**src/rtl/uart_pkg.sv**
```systemverilog
// Shared UART definitions for the RX and TX paths: FSM state encoding,
// oversampling constants and the 3-sample majority helper.
package uart_pkg;

  typedef enum logic [1:0] {
    RX_IDLE,
    RX_START,
    RX_DATA,
    RX_STOP
  } uart_rx_state_t;

  localparam int OS_RATE    = 16;
  localparam int SAMPLE_LO  = 7;
  localparam int SAMPLE_MID = 8;
  localparam int SAMPLE_HI  = 9;
  localparam int OS_W       = $clog2(OS_RATE);

  function automatic logic maj3(input logic a, input logic b, input logic c);
    return (a & b) | (a & c) | (b & c);
  endfunction

endpackage

```
**src/rtl/uart_baud_gen.sv**
```systemverilog
// Oversample tick generator: one tick every OS_DIV clocks, with a synchronous
// clear so the tick phase can be realigned to an incoming edge.
module uart_baud_gen #(
  parameter int OS_DIV = 27
) (
  input  logic clk,
  input  logic reset,
  input  logic clear,
  output logic tick
);

  localparam int W = (OS_DIV > 1) ? $clog2(OS_DIV) : 1;
  localparam logic [W-1:0] LAST = W'(OS_DIV - 1);

  logic [W-1:0] div_cnt;

  always_ff @(posedge clk or posedge reset) begin
    if (reset)
      div_cnt <= '0;
    else if (clear || div_cnt == LAST)
      div_cnt <= '0;
    else
      div_cnt <= div_cnt + 1'b1;
  end

  // A clear restarts the count, so no tick may escape in the same cycle.
  assign tick = (div_cnt == LAST) && !clear;

endmodule

```
**src/rtl/uart_rx_receiver.sv**
```systemverilog
// 16x-oversampled UART receiver (start, DATA_BITS LSB-first, one stop bit)
// with majority voting and a valid/ready output register.
module uart_rx_receiver
  import uart_pkg::*;
#(
  parameter int DATA_BITS = 8,
  parameter int OS_DIV    = 27
) (
  input  logic                 clk,
  input  logic                 reset,
  input  logic                 rx_in,
  input  logic                 rx_ready,
  output logic [DATA_BITS-1:0] rx_data,
  output logic                 rx_valid,
  output logic                 frame_err,
  output logic                 overrun_err,
  output logic                 busy
);

  localparam int BW = $clog2(DATA_BITS);
  localparam logic [BW-1:0]   LAST_BIT = BW'(DATA_BITS - 1);
  localparam logic [OS_W-1:0] OS_LO    = OS_W'(SAMPLE_LO);
  localparam logic [OS_W-1:0] OS_MID   = OS_W'(SAMPLE_MID);
  localparam logic [OS_W-1:0] OS_HI    = OS_W'(SAMPLE_HI);
  localparam logic [OS_W-1:0] OS_LAST  = OS_W'(OS_RATE - 1);

  uart_rx_state_t       state;
  logic                 sync1, sync2, rx_s, rx_prev;
  logic [1:0]           fill;
  logic                 start_det, clr, tick;
  logic [OS_W-1:0]      os_cnt;
  logic                 s_lo, s_mid, maj;
  logic                 at_hi, at_end;
  logic [BW-1:0]        bit_cnt;
  logic [DATA_BITS-1:0] shreg;

  // rx_prev only ever loads real line samples: the reset value of the
  // synchronizer is not trusted, so a line held low through reset is no start.
  always_ff @(posedge clk or posedge reset) begin
    if (reset) begin
      sync1   <= 1'b1;
      sync2   <= 1'b1;
      fill    <= 2'b00;
      rx_prev <= 1'b0;
    end else begin
      sync1   <= rx_in;
      sync2   <= sync1;
      fill    <= {fill[0], 1'b1};
      rx_prev <= fill[1] & sync2;
    end
  end

  assign rx_s      = sync2;
  assign start_det = rx_prev & ~rx_s;
  assign clr       = (state == RX_IDLE) && start_det;

  uart_baud_gen #(.OS_DIV(OS_DIV)) u_baud (
    .clk   (clk),
    .reset (reset),
    .clear (clr),
    .tick  (tick)
  );

  always_ff @(posedge clk or posedge reset) begin
    if (reset) begin
      os_cnt <= '0;
      s_lo   <= 1'b1;
      s_mid  <= 1'b1;
    end else begin
      if (clr)
        os_cnt <= '0;
      else if (tick)
        os_cnt <= os_cnt + 1'b1;
      if (tick && os_cnt == OS_LO)  s_lo  <= rx_s;
      if (tick && os_cnt == OS_MID) s_mid <= rx_s;
    end
  end

  // Third vote is the live sample on the os_cnt=9 tick.
  assign maj    = maj3(s_lo, s_mid, rx_s);
  assign at_hi  = tick && (os_cnt == OS_HI);
  assign at_end = tick && (os_cnt == OS_LAST);

  always_ff @(posedge clk or posedge reset) begin
    if (reset) begin
      state       <= RX_IDLE;
      busy        <= 1'b0;
      bit_cnt     <= '0;
      shreg       <= '0;
      rx_data     <= '0;
      rx_valid    <= 1'b0;
      frame_err   <= 1'b0;
      overrun_err <= 1'b0;
    end else begin
      overrun_err <= 1'b0;
      if (rx_valid && rx_ready)
        rx_valid <= 1'b0;

      case (state)
        RX_IDLE: begin
          if (start_det) begin
            state <= RX_START;
            busy  <= 1'b1;
          end
        end
        RX_START: begin
          if (at_hi && maj) begin
            state <= RX_IDLE;
            busy  <= 1'b0;
          end else if (at_end) begin
            state   <= RX_DATA;
            bit_cnt <= '0;
          end
        end
        RX_DATA: begin
          if (at_hi)
            shreg <= {maj, shreg[DATA_BITS-1:1]};
          if (at_end) begin
            if (bit_cnt == LAST_BIT)
              state <= RX_STOP;
            else
              bit_cnt <= bit_cnt + 1'b1;
          end
        end
        RX_STOP: begin
          // Leave mid-stop-bit so a back-to-back start edge is not missed.
          if (at_hi) begin
            state       <= RX_IDLE;
            busy        <= 1'b0;
            rx_data     <= shreg;
            rx_valid    <= 1'b1;
            frame_err   <= ~maj;
            overrun_err <= rx_valid && !rx_ready;
          end
        end
        default: begin
          state <= RX_IDLE;
          busy  <= 1'b0;
        end
      endcase
    end
  end

endmodule

```
**config.mk**
```make
export PLATFORM = sky130hd
export DESIGN_NAME = uart_rx_receiver
export DESIGN_NICKNAME = d
export VERILOG_FILES = /design/src/rtl/uart_pkg.sv /design/src/rtl/uart_baud_gen.sv /design/src/rtl/uart_rx_receiver.sv
export SDC_FILE = /design/constraint.sdc
export NUM_CORES = 1
export LEC_CHECK = 0
export CORE_ASPECT_RATIO = 0.5
export CORE_MARGIN = 2
export CORE_UTILIZATION = 30
export CTS_BUF_LIST = sky130_fd_sc_hd__clkbuf_16
export DETAILED_ROUTE_END_ITERATION = 6
export GPL_TIMING_DRIVEN = 0
export PLACE_DENSITY = 0.5
export SLEW_MARGIN = 20
export SYNTH_ARGS = -nofsm -noshare
export SYNTH_HDL_FRONTEND = slang
export SYNTH_HIERARCHICAL = 1
export SYNTH_SLANG_ARGS = --single-unit
```
**constraint.sdc**
```tcl
create_clock -name clk -period 2.13 [get_ports clk]
set_input_delay 0.213 -clock clk [delete_from_list [all_inputs] [get_ports clk]]
set_output_delay 0.213 -clock clk [all_outputs]
set_load 0.03 [all_outputs]
```
---- Yosys cells after proc, flatten, opt, wreduce, memory -nomap -nowiden ----
Cells that the tools add are included.
operators by class
  add/sub/neg operators ................... 3
  multiply operators ...................... 0
  div/mod/pow operators ................... 0
  order comparisons ....................... 0
  equal/unequal tests ..................... 18
  shift-type cells ........................ 0
  multiplexer cells ....................... 24
  bitwise operators ....................... 9
  reduce and logical (&&, ||, !) cells .... 21
operators by type and width
  cell                                                             count
  2-bit != test, second input constant                             8
  4-bit == test, second input constant                             3
  2-bit 2-to-1 mux                                                 6
  3-bit 2-to-1 mux                                                 4
  5-bit AND reduction                                              2
  1-bit logical AND                                                9
  1-bit 2-to-1 mux                                                 8
  4-bit 2-to-1 mux                                                 2
  2-bit case mux with 4 select lines                               1
  3-bit case mux with 2 select lines                               1
  5-bit by 1-bit adder with 5-bit output, second input constant    1
  1-bit AND                                                        5
  5-bit == test, second input constant                             1
  5-bit 2-to-1 mux                                                 1
  4-bit by 1-bit adder with 4-bit output, second input constant    1
  2-bit == test, second input constant                             2
  4-bit by 3-bit == test with 1-bit output, second input constant  1
  2-bit AND reduction                                              2
  4-bit AND reduction                                              1
  2-bit nonzero test                                               2
  3-bit by 1-bit adder with 3-bit output, second input constant    1
  3-bit == test, second input constant                             1
  3-bit != test, second input constant                             1
  1-bit case mux with 3 select lines                               1
  7 further kinds                                                  10
word-level totals
  register bits after elaboration ......... 41
  bits in latches ......................... 0
  RAM bits ................................ 0
  ROM bits ................................ 0
  input bits .............................. 4
  output and inout bits ................... 12
  word-level logic and storage cells ...... 91
  memories kept ........................... 0

---- Longest topological paths before layout ----
Gate-level depths: netlist of the first run.
  word-level depth ........................ 9
  depth in mapped cells ................... 12
  mapped depth without buffers ............ 8

---- By module ----
Netlist of the first run, hierarchy kept.
by module, submodules not included
  module            times used  cells an instance  area an instance (µm²)  sequential area each (µm²)
  uart_rx_receiver  1           138                1,595.3                 905.9
  uart_baud_gen     1           24                 279.0                   125.1

---- Least setup slack after synthesis of the first run ----
Ideal clock, no wire load.
  kind .................................... register to register
  start point ............................. register state[0]
  end point ............................... register bit_cnt[0]
  setup time .............................. 0.125 ns
  arrival ................................. 2.197 ns
  data required time ...................... 2.005 ns
  path slack .............................. -0.192 ns
  stages on the path, launching flop included .. 11
  buffers on the path ..................... 3
  clock period less this slack ............ 2.322 ns
  cell sequence ........................... dfrtp_1 -> buf_2 -> nor3b_1 -> nor2b_1 -> nor2b_1 -> buf_6 -> and4b_1 -> buf_6 -> a21oi_4 -> o21ai_2 -> mux2_4
on the way
  longest elaborated chain between the ends .. 8
  elaborated cells on any way between the ends .. 16
  classes of those cells .................. eq/ne: 6; mux: 1; reduce/logical: 9
RTL lines
  element                                 RTL line                 RTL
  start, declared                         uart_rx_receiver.sv:27   uart_rx_state_t state;
  start signal, assigned                  uart_rx_receiver.sv:86   state <= RX_IDLE;
  start signal, assigned                  uart_rx_receiver.sv:102  state <= RX_START;
  start signal, assigned                  uart_rx_receiver.sv:108  state <= RX_IDLE;
  2-bit logical NOT *                     uart_rx_receiver.sv:55   assign clr = (state == RX_IDLE) && start_det;
  1-bit logical AND *                     uart_rx_receiver.sv:55
  named net clr                           uart_rx_receiver.sv:30   logic start_det, clr, tick;
  1-bit logical NOT *                     uart_baud_gen.sv:27      assign tick = (div_cnt == LAST) && !clear;
  1-bit logical AND *                     uart_baud_gen.sv:27
  named net tick                          uart_rx_receiver.sv:30
  1-bit logical AND                       uart_rx_receiver.sv:81   assign at_hi = tick && (os_cnt == OS_HI);
  1-bit logical AND                       uart_rx_receiver.sv:107  if (at_hi && maj) begin
  2-bit != test (no source line)          n/a
  5-bit AND reduction (no source line) *  n/a
  end signal, assigned                    uart_rx_receiver.sv:122  bit_cnt <= bit_cnt + 1'b1;
  end, declared                           uart_rx_receiver.sv:34   logic [BW-1:0] bit_cnt;
Mark *: on every way through the listed nets, which the timed path passes. The rest lies on a longest branch.
A chain may end at the register's enable or synchronous reset.

---- Worst setup path in the final report of the first run ----
  start point ............................. register u_baud.div_cnt[1]
  end point ............................... register bit_cnt[0]
on the way
  longest elaborated chain between the ends .. 6
  elaborated cells on any way between the ends .. 9
  classes of those cells .................. eq/ne: 4; reduce/logical: 5
RTL lines
  element                                 RTL line                 RTL
  start, declared                         uart_baud_gen.sv:15      logic [W-1:0] div_cnt;
  start signal, assigned                  uart_baud_gen.sv:23      div_cnt <= div_cnt + 1'b1;
  5-bit == test *                         uart_baud_gen.sv:27
  1-bit logical AND *                     uart_baud_gen.sv:27
  named net tick                          uart_rx_receiver.sv:30
  1-bit logical AND                       uart_rx_receiver.sv:81
  1-bit logical AND                       uart_rx_receiver.sv:107
  2-bit != test (no source line)          n/a
  5-bit AND reduction (no source line) *  n/a
Marks and branches as above.

==> results of run 1 <==
==> metrics by stage <==
stage	TNS (ps)	hold slack [ps]	total power, mW	util
2_1_floorplan	0	-8.48	1.09	-
3_3_place_gp	-1240	332	1.13	0.355
3_5_place_dp	-1200	336	1.15	0.359
4_1_cts	0	197	2.03	0.390
5_1_grt	-35.9	218	2.14	0.405
6_report	0	196	2.06	0.405
==> synth_stat cells <==
| master | count |
|---|---|
| sky130_fd_sc_hd__nor2_1 | 7 |
| sky130_fd_sc_hd__and4b_1 | 2 |
| sky130_fd_sc_hd__dfrtp_1 | 37 |
| sky130_fd_sc_hd__nand4_1 | 2 |
| sky130_fd_sc_hd__conb_1 | 1 |
| sky130_fd_sc_hd__nor3_1 | 4 |
| sky130_fd_sc_hd__nor2b_1 | 3 |
| sky130_fd_sc_hd__inv_1 | 7 |
| sky130_fd_sc_hd__and2b_2 | 1 |
| sky130_fd_sc_hd__ha_1 | 7 |
| sky130_fd_sc_hd__nor3b_1 | 2 |
| sky130_fd_sc_hd__a311oi_1 | 1 |
| sky130_fd_sc_hd__nor2_4 | 1 |
| sky130_fd_sc_hd__buf_6 | 4 |
| sky130_fd_sc_hd__o21bai_1 | 3 |
| sky130_fd_sc_hd__nand2b_1 | 2 |
| sky130_fd_sc_hd__mux2i_1 | 1 |
| sky130_fd_sc_hd__nand3_1 | 3 |
| sky130_fd_sc_hd__a21oi_1 | 6 |
| sky130_fd_sc_hd__a21oi_4 | 1 |
| sky130_fd_sc_hd__maj3_2 | 1 |
| sky130_fd_sc_hd__a22o_2 | 2 |
| sky130_fd_sc_hd__xnor2_1 | 3 |
| sky130_fd_sc_hd__xor2_1 | 1 |
| sky130_fd_sc_hd__o21ai_0 | 2 |
| sky130_fd_sc_hd__nand3_2 | 1 |
| sky130_fd_sc_hd__and2_1 | 1 |
| sky130_fd_sc_hd__buf_4 | 1 |
| sky130_fd_sc_hd__buf_2 | 2 |
| sky130_fd_sc_hd__o21ai_2 | 1 |
| sky130_fd_sc_hd__nand2_1 | 30 |
| sky130_fd_sc_hd__dfstp_2 | 4 |
| sky130_fd_sc_hd__and4_2 | 2 |
| sky130_fd_sc_hd__nor3_2 | 1 |
| sky130_fd_sc_hd__mux2_4 | 1 |
| sky130_fd_sc_hd__mux2_2 | 11 |
| sky130_fd_sc_hd__nor4_2 | 2 |
| sky130_fd_sc_hd__and3_2 | 1 |
==> final cells by class <==
cell class / instances / area [sq um]
Buffer: 6 / 61.3
Clock buffer: 5 / 125
Clock inverter: 3 / 41.3
Fill cell: 615 / 3600
Inverter: 7 / 26.3
Multi-Input combinational cell: 107 / 796
Sequential cell: 41 / 1030
Tap cell: 88 / 110
Timing Repair Buffer: 27 / 262
==> sequential cells by signal (all words and copies together), names as in the netlist, named ones only <==
| name | cells |
|---|---|
| bit_cnt | 3 |
| busy | 1 |
| fill | 2 |
| frame_err | 1 |
| os_cnt | 4 |
| overrun_err | 1 |
| rx_data | 8 |
| rx_prev | 1 |
| rx_s | 1 |
| rx_valid | 1 |
| s_lo | 1 |
| s_mid | 1 |
| shreg | 8 |
| state | 1 |
| sync1 | 1 |
| u_baud/div_cnt | 5 |
==> per-layer routing <==
metal	global-route usage	wire, um	part of all wire
met4	0.0306	37	0.011
met1	0.143	1710	0.52
met5	0	0	0
met3	0.0396	119	0.036
met2	0.141	1440	0.44
==> cells in the final DEF, fill, tap and decap left out, types with 5 or more instances in the layout <==
cell type	count
sky130_fd_sc_hd__inv_1	6
sky130_fd_sc_hd__nor2_1	7
sky130_fd_sc_hd__buf_4	9
sky130_fd_sc_hd__buf_6	6
sky130_fd_sc_hd__clkdlybuf4s50_1	15
sky130_fd_sc_hd__a21oi_1	6
sky130_fd_sc_hd__nand2_1	29
sky130_fd_sc_hd__dfrtp_1	37
sky130_fd_sc_hd__clkbuf_16	5
sky130_fd_sc_hd__mux2_2	11
sky130_fd_sc_hd__ha_1	7
==> path summary, 6_finish.rpt <==
path                              startpoint                end  slack [ps]
min in group clk                       rx_in              sync1         340
hold reg to reg                      fill[0]            fill[1]         350
setup / recovery           u_baud/div_cnt[1]         bit_cnt[0]          80
hold / removal                         reset  u_baud/div_cnt[1]         200
max in group asynchronous              reset               s_lo        1350
setup reg to reg           u_baud/div_cnt[1]         bit_cnt[0]          80
==> power by group <==
part	leakage [nW]	switching, mW	internal, mW	total [mW]
registers	0.536	0.0626	0.841	0.904
logic	0.520	0.138	0.161	0.299
clock network	0.0775	0.305	0.548	0.853
==> cells by family after synthesis <==
kind of cell	share of synthesized area
other	0.00200
multiplexers	0.0794
XOR/XNOR	0.0187
AO/OA/AOI/OAI	0.0621
flip-flops	0.550
buffers and inverters	0.0474
adder cells (fa/ha/maj)	0.0527
AND/OR/NAND/NOR	0.188
==> repair_timing <==
action                                  CTS  global route
gates cloned                              0             2
buffers inserted                          2             7
hold buffers                              0             0
pin swaps                                 0             3
resized for setup                         1            12
endpoints found under the setup margin   13            23
==> flow_results.xml, run 1 <==
<?xml version="1.0" encoding="UTF-8"?>
<metrics>
  <group name="detailed_routing">
    <metric name="dr.pass1.iters" unit="">4</metric>
    <metric name="vias" unit="">1227</metric>
    <metric name="drt.antenna.violating_nets" unit="">0</metric>
    <metric name="wirelength_routed" unit="um">3300</metric>
    <metric name="total_drc_errors_in_the_routed_layout" unit="">0</metric>
    <metric name="drt-initial-drc-count" unit="">50</metric>
    <metric name="detail_route.wl_per_cell" unit="um">11.6</metric>
    <metric name="vias_per_cell" unit="">4.32</metric>
  </group>
  <group name="grt">
    <metric name="grt_util_all_layers" unit="">0.101</metric>
    <metric name="grt_antenna_before_repair" unit="">0</metric>
    <metric name="grt.overflow.total" unit="">0</metric>
    <metric name="first_global_vias" unit="">1095</metric>
    <metric name="grt_pass1_wl" unit="um">5290</metric>
    <metric name="maximum_number_of_pins_on_one_net_before_global_route_repair" unit="">22</metric>
  </group>
  <group name="clock_tree">
    <metric name="tritoncts_buffers" unit="">5</metric>
    <metric name="clock_pin_slew_on_the_worst_setup_and_hold_paths" unit="ps">60</metric>
    <metric name="clk-insertion-delay-late" unit="ps">280</metric>
    <metric name="clock_sinks" unit="">41</metric>
    <metric name="cts_buffer_depth" unit="">2</metric>
    <metric name="clk_root_buffer_cell" unit="">sky130_fd_sc_hd__clkbuf_16</metric>
    <metric name="h-tree-depth" unit="">2</metric>
    <metric name="tritoncts" unit="">built</metric>
  </group>
  <group name="synthesis">
    <metric name="synth_top_cell_by_area" unit="">sky130_fd_sc_hd__dfrtp_1</metric>
    <metric name="postSynthRegisterBits" unit="">41</metric>
    <metric name="number_of_distinct_library_cells_after_synthesis" unit="">38</metric>
    <metric name="yosysSeqAreaShare" unit="">0.550</metric>
    <metric name="synthesis.area_per_instance" unit="sq um">11.6</metric>
    <metric name="yosysWarningCount" unit="">6</metric>
    <metric name="synth_area" unit="sq mm">0.00187</metric>
    <metric name="synthTopCellsByArea" unit="">sky130_fd_sc_hd__dfrtp_1 (49%), sky130_fd_sc_hd__mux2_2 (6.6%), sky130_fd_sc_hd__nand2_1 (6.0%), sky130_fd_sc_hd__dfstp_2 (5.6%), sky130_fd_sc_hd__ha_1 (4.7%)</metric>
    <metric name="syn_nets" unit="">173</metric>
    <metric name="syn_inst_count" unit="">162</metric>
    <metric name="yosys.area.top_type_share" unit="">0.494</metric>
  </group>
  <group name="timing">
    <metric name="finalCritPeriodShare" unit="">0.962</metric>
    <metric name="fmaxAchievable" unit="MHz">488</metric>
    <metric name="final.setup_skew" unit="ps">5.90</metric>
    <metric name="final.setup.worst_slack" unit="ps">81.6</metric>
    <metric name="final_count_of_negative_setup_slack_endpoints" unit="">0</metric>
    <metric name="finalHoldViolations" unit="">0</metric>
    <metric name="timing_max_transition_violations_final" unit="">0</metric>
    <metric name="fin_crit" unit="ps">2050</metric>
    <metric name="rsz0062_at_grt" unit="">true</metric>
  </group>
  <group name="finish">
    <metric name="design.final.nets" unit="">206</metric>
    <metric name="finalNonFillerCells" unit="">284</metric>
    <metric name="antenna_cells_inserted" unit="">0</metric>
    <metric name="area.growth.synth_to_final" unit="%">30.8</metric>
    <metric name="post_route_cells_drive_above_1_share" unit="">0.311</metric>
    <metric name="final_area" unit="sq mm">0.00245</metric>
  </group>
  <group name="setup_path">
    <metric name="crit_path_cell_trace" unit="">ha_1, and4b_1, buf_6, nor2b_4, buf_6, and4b_1, buf_6, a21oi_4, o21ai_2, mux2_4</metric>
    <metric name="timing.critical_path.to_type" unit="">flop</metric>
    <metric name="worst_r2r_path_depth" unit="">10</metric>
    <metric name="critical_path_required" unit="ps">2300</metric>
    <metric name="timing.critical_path.mode_cell" unit="">sky130_fd_sc_hd__buf_6</metric>
    <metric name="category_of_the_critical_setup_timing_path" unit="">reg2reg</metric>
    <metric name="worst_path_dominant_cell_family" unit="">simple AND/OR/NAND/NOR gates</metric>
    <metric name="worstSetupPathDepth" unit="">10</metric>
    <metric name="worst-path-buf-inv" unit="">3</metric>
    <metric name="critical-path-slowest-cell" unit="">sky130_fd_sc_hd__dfrtp_1</metric>
    <metric name="worstPathMaxFanout" unit="">6</metric>
    <metric name="crit_path_max_incr_delay" unit="ps">410</metric>
    <metric name="worstPathArrival" unit="ps">2220</metric>
    <metric name="worstSetupStartpointType" unit="">flop</metric>
  </group>
  <group name="min_path">
    <metric name="hold_class" unit="">in2async</metric>
  </group>
  <group name="floorplanning">
    <metric name="dieWidth" unit="um">116</metric>
    <metric name="die-height" unit="um">59.9</metric>
    <metric name="std_cell_rows" unit="">20</metric>
    <metric name="initial_core_util" unit="">0.310</metric>
    <metric name="io_pins" unit="">16</metric>
    <metric name="design.die.area" unit="sq mm">0.00693</metric>
    <metric name="core_area" unit="sq mm">0.00606</metric>
  </group>
  <group name="power_and_ir_drop">
    <metric name="total_leakage_power" unit="nW">1.13</metric>
    <metric name="worst_ir_drop_vdd" unit="mV">0.398</metric>
    <metric name="power.density" unit="mW/mm^2">838</metric>
  </group>
  <group name="run">
    <metric name="maxCapViolations" unit="">0</metric>
  </group>
  <group name="placed_design">
    <metric name="buffer_ports.inserted" unit="">15</metric>
    <metric name="post_dp_cell_area" unit="sq mm">0.00217</metric>
    <metric name="post-place-ws" unit="ps">-131</metric>
    <metric name="place_inst" unit="">266</metric>
    <metric name="gpl_congestion" unit="">0.755</metric>
    <metric name="place_hpwl" unit="um">2130</metric>
  </group>
  <group name="outcome">
    <metric name="status" unit="">finished clean</metric>
  </group>
</metrics>
Note: power is estimated with default switching activity, not from simulation.
==> run 2: changes to the inputs <==
--- a/config.mk
+++ b/config.mk
@@ -9,9 +9,12 @@
 export CORE_MARGIN = 2
 export CORE_UTILIZATION = 30
 export CTS_BUF_LIST = sky130_fd_sc_hd__clkbuf_16
+export CTS_CLUSTER_DIAMETER = 30
 export DETAILED_ROUTE_END_ITERATION = 6
 export GPL_TIMING_DRIVEN = 0
 export PLACE_DENSITY = 0.5
+export RECOVER_POWER = 25
+export SETUP_SLACK_MARGIN = 0.5
 export SLEW_MARGIN = 20
 export SYNTH_ARGS = -nofsm -noshare
 export SYNTH_HDL_FRONTEND = slang
==> run 2 against run 1 <==
Worst hold slack improved by 110 ps. Sequential cell count is the same. Count of clock-buffer cells in the layout stayed put. Final area up 5.4%. Utilization grew 2.2 points. Register-to-register slack improved by 60 ps. Clock power fell by 3.3%. First-iteration DRC count increased by 58%. Non-clock buffer count is 4 higher. Critical path depth rose by 1. Maximum frequency increased by 3.1%. Clock skew shrank 3.1 ps. Critical endpoint unchanged.
==> flow_results.xml, run 2 (synthesis gave the netlist of run 1 again) <==
<?xml version="1.0" encoding="UTF-8"?>
<metrics>
  <group name="outcome">
    <metric name="status" unit="">finished clean</metric>
  </group>
  <group name="clock_tree">
    <metric name="tritoncts_buffers" unit="">5</metric>
    <metric name="h-tree-depth" unit="">2</metric>
    <metric name="holdBufCountCts" unit="">0</metric>
    <metric name="clock_sinks" unit="">41</metric>
    <metric name="clk-insertion-delay-late" unit="ps">280</metric>
    <metric name="tritoncts" unit="">built</metric>
    <metric name="clock_pin_slew_on_the_worst_setup_and_hold_paths" unit="ps">50</metric>
    <metric name="clk_root_buffer_cell" unit="">sky130_fd_sc_hd__clkbuf_16</metric>
    <metric name="cts_buffer_depth" unit="">2</metric>
  </group>
  <group name="grt">
    <metric name="grt_util_all_layers" unit="">0.113</metric>
    <metric name="grt_pass1_wl" unit="um">5890</metric>
    <metric name="first_global_vias" unit="">1244</metric>
    <metric name="grt_antenna_before_repair" unit="">0</metric>
    <metric name="grt.overflow.total" unit="">0</metric>
    <metric name="maximum_number_of_pins_on_one_net_before_global_route_repair" unit="">25</metric>
  </group>
  <group name="timing">
    <metric name="final_count_of_negative_setup_slack_endpoints" unit="">0</metric>
    <metric name="worst-slew-pin-transition" unit="ps">588</metric>
    <metric name="finalCritPeriodShare" unit="">0.933</metric>
    <metric name="finalHoldViolations" unit="">0</metric>
    <metric name="final.setup_skew" unit="ps">2.79</metric>
    <metric name="fin_crit" unit="ps">1990</metric>
    <metric name="worst_slew_margin_rel" unit="">0.608</metric>
    <metric name="fmaxAchievable" unit="MHz">503</metric>
    <metric name="rsz0062_at_grt" unit="">true</metric>
    <metric name="timing_max_transition_violations_final" unit="">0</metric>
  </group>
  <group name="placed_design">
    <metric name="place_hpwl" unit="um">2190</metric>
    <metric name="post_dp_cell_area" unit="sq mm">0.00224</metric>
    <metric name="gpl_congestion" unit="">0.663</metric>
    <metric name="buffer_ports.inserted" unit="">15</metric>
    <metric name="place_inst" unit="">266</metric>
  </group>
  <group name="finish">
    <metric name="antenna_cells_inserted" unit="">0</metric>
    <metric name="final_area" unit="sq mm">0.00258</metric>
    <metric name="most_common_cell_after_layout_fill_and_taps_aside" unit="">sky130_fd_sc_hd__dfrtp_1</metric>
    <metric name="biggestRegsByFlops" unit="">rx_data: 8 flops, shreg: 8 flops, u_baud/div_cnt: 5 flops</metric>
    <metric name="area.growth.synth_to_final" unit="%">37.9</metric>
    <metric name="finalNonFillerCells" unit="">288</metric>
    <metric name="final.fill_count" unit="">588</metric>
    <metric name="design.final.nets" unit="">210</metric>
    <metric name="final_cell_mix" unit="">sky130_fd_sc_hd__dfrtp_1 (37), sky130_fd_sc_hd__nand2_2 (17), sky130_fd_sc_hd__nand2_1 (13), sky130_fd_sc_hd__clkdlybuf4s50_1 (13)</metric>
    <metric name="post_route_cells_drive_above_1_share" unit="">0.420</metric>
  </group>
  <group name="floorplanning">
    <metric name="core_area" unit="sq mm">0.00606</metric>
    <metric name="io_pins" unit="">16</metric>
    <metric name="die-height" unit="um">59.9</metric>
    <metric name="dieWidth" unit="um">116</metric>
    <metric name="design.die.area" unit="sq mm">0.00693</metric>
    <metric name="std_cell_rows" unit="">20</metric>
    <metric name="initial_core_util" unit="">0.310</metric>
  </group>
  <group name="detailed_routing">
    <metric name="wirelength_routed" unit="um">3340</metric>
    <metric name="dr.pass1.iters" unit="">3</metric>
    <metric name="total_drc_errors_in_the_routed_layout" unit="">0</metric>
    <metric name="vias" unit="">1248</metric>
    <metric name="vias_per_cell" unit="">4.33</metric>
    <metric name="detail_route.wl_per_cell" unit="um">11.6</metric>
    <metric name="drt-initial-drc-count" unit="">79</metric>
    <metric name="drt.antenna.violating_nets" unit="">0</metric>
  </group>
  <group name="run">
    <metric name="maxCapViolations" unit="">0</metric>
  </group>
  <group name="power_and_ir_drop">
    <metric name="total_power" unit="mW">2.02</metric>
    <metric name="total_leakage_power" unit="nW">1.18</metric>
    <metric name="power.density" unit="mW/mm^2">784</metric>
    <metric name="worst_ir_drop_vdd" unit="mV">0.347</metric>
  </group>
  <group name="setup_path">
    <metric name="worstPathMaxFanout" unit="">6</metric>
    <metric name="timing.critical_path.to_type" unit="">flop</metric>
    <metric name="worstSetupStartpointType" unit="">flop</metric>
    <metric name="category_of_the_critical_setup_timing_path" unit="">reg2reg</metric>
    <metric name="worstPathArrival" unit="ps">2150</metric>
    <metric name="critical_path_required" unit="ps">2290</metric>
  </group>
  <group name="min_path">
    <metric name="hold_class" unit="">in2async</metric>
  </group>
</metrics>
## run 2: changes by cell type in the layout (fill, tap and decap cells not counted), sizes merged
| cell | before | now |
|---|---|---|
| buf | 18 | 21 |
| clkinvlp | 1 | 0 |
| clkdlybuf4s50 | 15 | 13 |
| inv | 7 | 8 |
| dlygate4sd3 | 0 | 2 |
| clkbuf | 5 | 6 |
## run 2: through the flow
| stage | hold WS, ps | setup slack, ps | TNS, ps | util |
|---|---|---|---|---|
| final | 303 | 143 | 0 | 0.427 |
| after detailed placement | 337 | -49.5 | -210 | 0.370 |
| after floorplan | -8.48 | 138 | 0 | - |
| after CTS | 191 | 118 | 0 | 0.421 |
| after global routing | 319 | 60.3 | 0 | 0.427 |
| after global placement | 332 | -43.5 | -48.9 | 0.366 |
## run 2: cell type report
cell class | instances | area, sq um | area share
Multi-Input combinational cell | 107 | 890 | 0.344
Inverter | 7 | 26.3 | 0.0102
Buffer | 7 | 76.3 | 0.0295
Tap cell | 88 | 110 | 0.0426
Clock buffer | 5 | 125 | 0.0484
Sequential cell | 41 | 1030 | 0.399
Timing Repair Buffer | 30 | 288 | 0.111
Clock inverter | 3 | 37.5 | 0.0145
## run 2: path summary, 6_finish.rpt
kind | from | end | slack, ps | depth (start not counted)
min | reset | u_baud/div_cnt[0] | 300 | 2
min in group clk | fill[0] | fill[1] | 350 | 0
max in group asynchronous | reset | rx_data[4] | 740 | 3
max | u_baud/div_cnt[0] | bit_cnt[0] | 140 | 11
max reg2reg | u_baud/div_cnt[0] | bit_cnt[0] | 140 | 11
min reg2reg | fill[0] | fill[1] | 350 | 0
## run 2: timing repair
action,4_1_cts,5_1_grt
buffers inserted,11,2
gates resized for setup,17,10
endpoints found under the setup margin,29,31
cloned,1,0
pin swaps,5,9
## run 2: layer usage
layer	global-route usage	vias up	share of wire
met1	0.144	607	0.48
met4	0.0510	0	0.019
met2	0.182	17	0.47
li1	-	616	-
met5	0	-	0
met3	0.0325	8	0.035
## run 2: where the power goes
part	switching, mW	internal [mW]	total, mW
Sequential	0.0599	0.842	0.901
Combinational	0.142	0.156	0.298
Clock	0.282	0.544	0.825
## run 2: critical path, cell delays in order (launching register included)
cell	delay (ps)
sky130_fd_sc_hd__dfrtp_1	350
sky130_fd_sc_hd__inv_1	50
sky130_fd_sc_hd__ha_2	160
sky130_fd_sc_hd__and4b_1	200
sky130_fd_sc_hd__buf_6	110
sky130_fd_sc_hd__nor2b_4	110
sky130_fd_sc_hd__buf_6	120
sky130_fd_sc_hd__and4b_1	170
sky130_fd_sc_hd__buf_6	140
sky130_fd_sc_hd__a21oi_4	120
sky130_fd_sc_hd__o21ai_2	80
sky130_fd_sc_hd__mux2_4	260
